$ cat config.mk
export PLATFORM = sky130hd
export DESIGN_NAME = tmr_fault_manager
export DESIGN_NICKNAME = d
export VERILOG_FILES = /design/src/rtl/tmr_fault_manager.sv
export SDC_FILE = /design/constraint.sdc
export NUM_CORES = 1
export LEC_CHECK = 0
export ABC_AREA = 1
export CAP_MARGIN = 20
export CELL_PAD_IN_SITES_DETAIL_PLACEMENT = 1
export CELL_PAD_IN_SITES_GLOBAL_PLACEMENT = 1
export CORE_MARGIN = 3
export CORE_UTILIZATION = 42
export DETAILED_ROUTE_END_ITERATION = 8
export GPL_TIMING_DRIVEN = 0
export PLACE_DENSITY_LB_ADDON = 0.1
export SLEW_MARGIN = 25
export SYNTH_ARGS = -nofsm -noshare
export SYNTH_HDL_FRONTEND = slang
export SYNTH_SLANG_ARGS = --single-unit
$ cat constraint.sdc
create_clock -name clk -period 2.73 [get_ports clk]
set_input_delay 0.819 -clock clk [delete_from_list [all_inputs] [get_ports clk]]
set_output_delay 0.819 -clock clk [all_outputs]
set_load 0.005 [all_outputs]
$ cat src/rtl/tmr_fault_manager.sv
// Fault manager downstream of the TMR voter: per-core statistics, persistence detection,
// resync sequencing and permanent-failure marking. Optional irq under TMR_FAULT_MGR_IRQ_EN.
module tmr_fault_manager #(
    parameter int unsigned CNT_WIDTH      = 16,
    parameter int unsigned PERSIST_CYCLES = 4,
    parameter int unsigned RESET_CYCLES   = 16,
    parameter int unsigned SETTLE_CYCLES  = 64,
    parameter int unsigned MAX_RETRY      = 3
) (
    input  logic                   clk,
    input  logic                   rst_n,
    input  logic                   sample_valid,
    input  logic                   disagreement,
    input  logic [2:0]             fault_flags,
    input  logic                   clear_counts,
    output logic [2:0]             core_rst_n,
    output logic                   resync_busy,
    output logic [1:0]             resync_target,
    output logic [3*CNT_WIDTH-1:0] fault_cnt,
    output logic                   multi_fault,
    output logic [CNT_WIDTH-1:0]   multi_fault_cnt,
    output logic [2:0]             core_failed,
    output logic                   irq
);

    localparam logic [7:0]  PersistVal = 8'(PERSIST_CYCLES);
    localparam logic [15:0] ResetLast  = 16'(RESET_CYCLES - 1);
    localparam logic [15:0] SettleLast = 16'(SETTLE_CYCLES - 1);
    localparam logic [3:0]  MaxRetry   = 4'(MAX_RETRY);
    localparam logic [CNT_WIDTH-1:0] CntMax = {CNT_WIDTH{1'b1}};

    typedef enum logic [1:0] {
        StMonitor,
        StResetCore,
        StSettle
    } state_e;

    state_e r_state, w_state_d;
    logic [1:0]           r_target, w_target_d;
    logic [15:0]          r_timer, w_timer_d;
    logic [CNT_WIDTH-1:0] r_fault_cnt [3];
    logic [CNT_WIDTH-1:0] r_mf_cnt;
    logic [7:0]           r_consec [3];
    logic [3:0]           r_retry [3];
    logic [2:0]           r_failed;
    logic [2:0]           r_core_rst_n;
    logic                 r_mf;

    logic [2:0] w_mask;
    logic [2:0] w_eff;
    logic       w_multi;
    logic [2:0] w_persist;
    logic [2:0] w_sel;
    logic [1:0] w_pick_idx;
    logic [2:0] w_at_max;
    logic       w_start;
    logic [2:0] w_fail_set;
    logic [2:0] w_retry_inc;

    // Resync target and failed cores are excluded from every statistic.
    always_comb begin
        w_mask = '0;
        for (int i = 0; i < 3; i++) begin
            w_mask[i] = r_failed[i] | ((r_state != StMonitor) && (r_target == 2'(i)));
        end
    end

    assign w_eff   = (sample_valid & disagreement) ? (fault_flags & ~w_mask) : 3'b000;
    assign w_multi = (w_eff[2] & w_eff[1]) | (w_eff[2] & w_eff[0]) | (w_eff[1] & w_eff[0]);

    // >= keeps a core that kept faulting while waiting eligible once the FSM is free.
    always_comb begin
        w_persist = '0;
        w_at_max  = '0;
        for (int i = 0; i < 3; i++) begin
            w_persist[i] = (r_consec[i] >= PersistVal) & ~r_failed[i];
            w_at_max[i]  = (r_retry[i] == MaxRetry);
        end
    end

    assign w_sel[2]   = w_persist[2];
    assign w_sel[1]   = w_persist[1] & ~w_persist[2];
    assign w_sel[0]   = w_persist[0] & ~w_persist[2] & ~w_persist[1];
    assign w_pick_idx = w_sel[2] ? 2'd2 : (w_sel[1] ? 2'd1 : 2'd0);

    always_comb begin
        w_state_d   = r_state;
        w_target_d  = r_target;
        w_timer_d   = r_timer;
        w_start     = 1'b0;
        w_fail_set  = 3'b000;
        w_retry_inc = 3'b000;
        unique case (r_state)
            StMonitor: begin
                w_target_d = 2'd3;
                if (|w_sel) begin
                    if (|(w_sel & w_at_max)) begin
                        w_fail_set = w_sel;
                    end else begin
                        w_state_d  = StResetCore;
                        w_target_d = w_pick_idx;
                        w_timer_d  = '0;
                        w_start    = 1'b1;
                    end
                end
            end
            StResetCore: begin
                if (r_timer == ResetLast) begin
                    w_state_d = StSettle;
                    w_timer_d = '0;
                end else begin
                    w_timer_d = r_timer + 16'd1;
                end
            end
            StSettle: begin
                if (r_timer == SettleLast) begin
                    w_state_d  = StMonitor;
                    w_target_d = 2'd3;
                    w_timer_d  = '0;
                    for (int i = 0; i < 3; i++) begin
                        w_retry_inc[i] = (r_target == 2'(i));
                    end
                end else begin
                    w_timer_d = r_timer + 16'd1;
                end
            end
            default: begin
                w_state_d  = StMonitor;
                w_target_d = 2'd3;
                w_timer_d  = '0;
            end
        endcase
    end

    always_ff @(posedge clk or negedge rst_n) begin
        if (!rst_n) begin
            r_state      <= StMonitor;
            r_target     <= 2'd3;
            r_timer      <= '0;
            r_core_rst_n <= 3'b111;
        end else begin
            r_state      <= w_state_d;
            r_target     <= w_target_d;
            r_timer      <= w_timer_d;
            r_core_rst_n <= (w_state_d == StResetCore) ? ~(3'b001 << w_target_d) : 3'b111;
        end
    end

    always_ff @(posedge clk or negedge rst_n) begin
        if (!rst_n) begin
            for (int i = 0; i < 3; i++) begin
                r_fault_cnt[i] <= '0;
                r_consec[i]    <= '0;
                r_retry[i]     <= '0;
            end
            r_failed <= '0;
            r_mf     <= 1'b0;
            r_mf_cnt <= '0;
        end else begin
            for (int i = 0; i < 3; i++) begin
                if (clear_counts) begin
                    r_fault_cnt[i] <= '0;
                end else if (w_eff[i] && (r_fault_cnt[i] != CntMax)) begin
                    r_fault_cnt[i] <= r_fault_cnt[i] + 1'b1;
                end

                if (w_start && w_sel[i]) begin
                    r_consec[i] <= '0;
                end else if (sample_valid) begin
                    if (!w_eff[i]) begin
                        r_consec[i] <= '0;
                    end else if (r_consec[i] != 8'hFF) begin
                        r_consec[i] <= r_consec[i] + 8'd1;
                    end
                end

                if (clear_counts) begin
                    r_retry[i] <= '0;
                end else if (w_retry_inc[i] && (r_retry[i] != 4'hF)) begin
                    r_retry[i] <= r_retry[i] + 4'd1;
                end
            end

            if (clear_counts) begin
                r_failed <= '0;
            end else begin
                r_failed <= r_failed | w_fail_set;
            end

            r_mf <= w_multi;
            if (clear_counts) begin
                r_mf_cnt <= '0;
            end else if (w_multi && (r_mf_cnt != CntMax)) begin
                r_mf_cnt <= r_mf_cnt + 1'b1;
            end
        end
    end

`ifdef TMR_FAULT_MGR_IRQ_EN
    logic r_irq;
    logic w_irq_set;

    assign w_irq_set = w_start | (|w_fail_set) | w_multi;

    always_ff @(posedge clk or negedge rst_n) begin
        if (!rst_n) begin
            r_irq <= 1'b0;
        end else if (w_irq_set) begin
            r_irq <= 1'b1;
        end else if (clear_counts) begin
            r_irq <= 1'b0;
        end
    end

    assign irq = r_irq;
`else
    assign irq = 1'b0;
`endif

    assign core_rst_n      = r_core_rst_n;
    assign resync_busy     = (r_state != StMonitor);
    assign resync_target   = r_target;
    assign fault_cnt       = {r_fault_cnt[2], r_fault_cnt[1], r_fault_cnt[0]};
    assign multi_fault     = r_mf;
    assign multi_fault_cnt = r_mf_cnt;
    assign core_failed     = r_failed;

endmodule

==> metrics.md <==
| Metric | Value |
|---|---|
| Status | complete, no violations |
| Logic pwr share | 12.1% |
| Peak supply drop | 0.464 mV |
| Fmax achieved | 374 MHz |
| CTS tree | built |
| Antenna-violating nets left | 0 |
| CP max-delay cell | clkdlybuf4s50_1 |
| Layout cells sized above 1 | 8.90% |
| PD cells | 508 nW/um2 |
| Post-route insts no fill | 1349 |
| Wirelength per Cell | 16.9 um |
| Mean post-synth cell area | 7.62 um2 |
| FILL cells | 2216 |
| Dpl hpwl | 16.2 mm |
| Required time worst endpoint | 1.91 ns |
| Critical-path maximum fanout | 10 |
| Cell with the most instances on the worst path | inv_1 |
| Largest net degree at the start of global routing | 79 |
| P&R area growth vs syn | 22.6% |
| CP top delay family | buffers and inverters |
| Clk sinks | 127 |
| Final Hold Fails | 0 |
| Vias in the first global route | 7634 |
| Internal power | 3460 uW |
| Sw Ratio | 27.7% |
| Seq pwr share | 41.3% |
| Die X | 141 um |
| Pre-antenna DRT Iters | 5 |
| Slew Limit Fails | 0 |
| Clock Power Share | 46.6% |
| R2r endpoint | r_consec[18] |
| Worst Clk Skew | 0.00893 ns |
| CTS Buffer Depth | 2 |
| CTS Root Cell | clkbuf_16 |
| CP Launch Type | flip-flop |
| Max Cap Violations | 0 |
| Number of synthesized register bits | 127 |
| Crit Path Category | flip-flop to output pin |
| ANT cells | 0 |
| Arr. time, crit path | 1.85 ns |
| CP Cell Sequence | inv_1, ha_4, buf_6, inv_1, clkdlybuf4s50_1 |
| First-pass GRT wire length | 38.5 mm |
| Final Cycle Share | 97.9% |
| Reg2reg path depth | 11 |
| Worst r2r src | r_state[1] |
| R2R Setup Slk | 0.48 ns |
| Placer congestion estimate | 0.852 |
| Die Ht | 141 um |
| CTS Buf Count | 17 |
| Endpoint class of the critical path | output pin |
| Post-synth cell types | 48 |
| Syn_nets | 1034 |
| Tmin final | 2.67 ns |
| Cell Rows | 48 |
| Vias/cell | 5.37 |
| Synthesized area | 7680 um2 |
| Crit path buf inv count | 4 |
| Synthesized instance count | 1008 |
| Clock transition at path regs | 0.06 ns |
| Core ar. | 17600 um2 |
| Pre-CTS worst setup slack | -0.346 ns |
| GRT Overall Usage | 23.9% |
| Critical Path Max Stage Delay | 0.52 ns |
| Drt initial violations | 351 |
| Drt total wl | 22.8 mm |
| Worst hold path class | primary input to asynchronous set/reset pin |
| Number of synthesized flops with an enable pin | 0 |
| Die area | 19900 um2 |
| Post-synth top flop | dfrtp_1 |
| Initial antenna violation count | 0 |
| FFs w/ async S/R, synth | 100% |
| Clock latency on the worst-skew pair | 0.42 ns |
| Starting Density | 43.6% |
| Drt drc | 0 |
| Setup Viol. Count Final | 0 |
| Worst hold slack | 0.299 ns |
| Register area share after synthesis | 41.5% |
| Grt ovf | 0 |
| Most frequent cells in the layout | 172 x nand2_1, 121 x dfrtp_1, 120 x inv_1, 117 x nor2_1, 109 x nand3_1 |
| Top Ports | 83 |
| Most common cell after layout, fill and taps aside | nand2_1 |
| Net switching power | 1330 uW |
| Port Buf Inserts | 80 |
| Worst slew pin tran | 0.820 ns |
| Worst Slack Setup Final | 0.0568 ns |
| Critical path startpoint | r_state[1] |
| Ys Warns | 0 |
| Htree depth | 4 |
| DP Cell Count | 1314 |
| Total Nets Final | 1138 |
| Total number of vias | 7239 |
| Max-slew headroom | 45.3% |
| Leakage | 0.00407 uW |
kinds of logic (layout without fill, tap and decap cells):
kind of cell / count (synthesis) / count (layout) / share of synthesized area, %
buffers and inverters: 156 / 272 / 8.31
AOI/OAI and AO/OA: 150 / 150 / 11.1
adders and majority gates: 18 / 18 / 2.93
and+or+nand+nor: 506 / 506 / 30.4
DFF: 127 / 127 / 41.5
other: 1 / 1 / 0.0488
xor gates and xnor gates: 50 / 50 / 5.80
routing by layer:
layer	global-route usage, %	vias to the layer above	wire length, um
met1	32.7	3569	11000
met3	4.24	20	678
li1	-	3526	-
met5	0	-	0
met4	5.46	0	238
met2	39.8	124	10800
layout make-up:
type                       count  area (um2)  share of cell area (%)
inverter                     131         499                    5.30
tap                          225         282                    2.99
buffer                        25         143                    1.51
clock buffer                  19         443                    4.70
clock inverter                12         120                    1.28
sequential                   127        3190                    33.8
multi-input combinational    725        3870                    41.1
timing repair buffer          85         876                    9.30
cell usage after synthesis, types with 13 or more instances:
| cell | n | area (um2) |
|---|---|---|
| a21oi_1 | 58 | 290 |
| o21ai_0 | 53 | 265 |
| inv_1 | 120 | 450 |
| ha_1 | 18 | 225 |
| nand4_1 | 26 | 163 |
| nand2_1 | 172 | 646 |
| nor3_1 | 44 | 220 |
| clkbuf_1 | 13 | 48.8 |
| xor2_1 | 45 | 394 |
| nand3_1 | 109 | 546 |
| dfrtp_1 | 122 | 3050 |
| nor2_1 | 117 | 439 |
power groups by stage:
stage          combinational [uW]  sequential (uW)  clock [uW]
3_3_place_gp                  529             2010           0
3_5_place_dp                  543             2010           0
4_1_cts                       563             1970        2280
5_1_grt                       645             1980        2370
6_report                      578             1980        2230
2_1_floorplan                 306             2000           0
metrics by stage:
step / total power (uW) / setup TNS, ns / utilization, % / cell area (um2)
2_1_floorplan: 2300 / 0 / - / 7680
3_3_place_gp: 2540 / -575.72 / 49.8 / 8760
3_5_place_dp: 2550 / -10.95 / 50.0 / 8790
4_1_cts: 4810 / 0 / 53.3 / 9370
5_1_grt: 4990 / -0.00401 / 53.5 / 9420
6_report: 4780 / 0 / 53.5 / 9420
state kept, by name, indices dropped and copies added (netlist names):
name	cells
fault_cnt	48
resync_target	2
r_state	2
core_rst_n	3
r_retry	12
multi_fault_cnt	16
r_consec	24
r_timer	16
core_failed	3
multi_fault	1
how the worst max path moves through the flow:
stage / end / slack, ns / depth (start not counted)
after floorplan: r_consec[15] / 0.79 / 9
after global placement: multi_fault_cnt[9] / -4.54 / 1
after detailed placement: multi_fault_cnt[2] / -0.35 / 12
after CTS: resync_busy / 0.002 / 5
after global routing: resync_busy / -0.004 / 5
final: resync_busy / 0.06 / 5
what timing repair did:
action / 4_1_cts / 5_1_grt
setup endpoints to repair: 1 / 9
hold buffers: 0 / 0
gates cloned: 0 / 0
resized for setup: 2 / 2
pin swaps: 0 / 1
setup buffers: 2 / 2
Note: power is estimated with default switching activity, not from simulation.
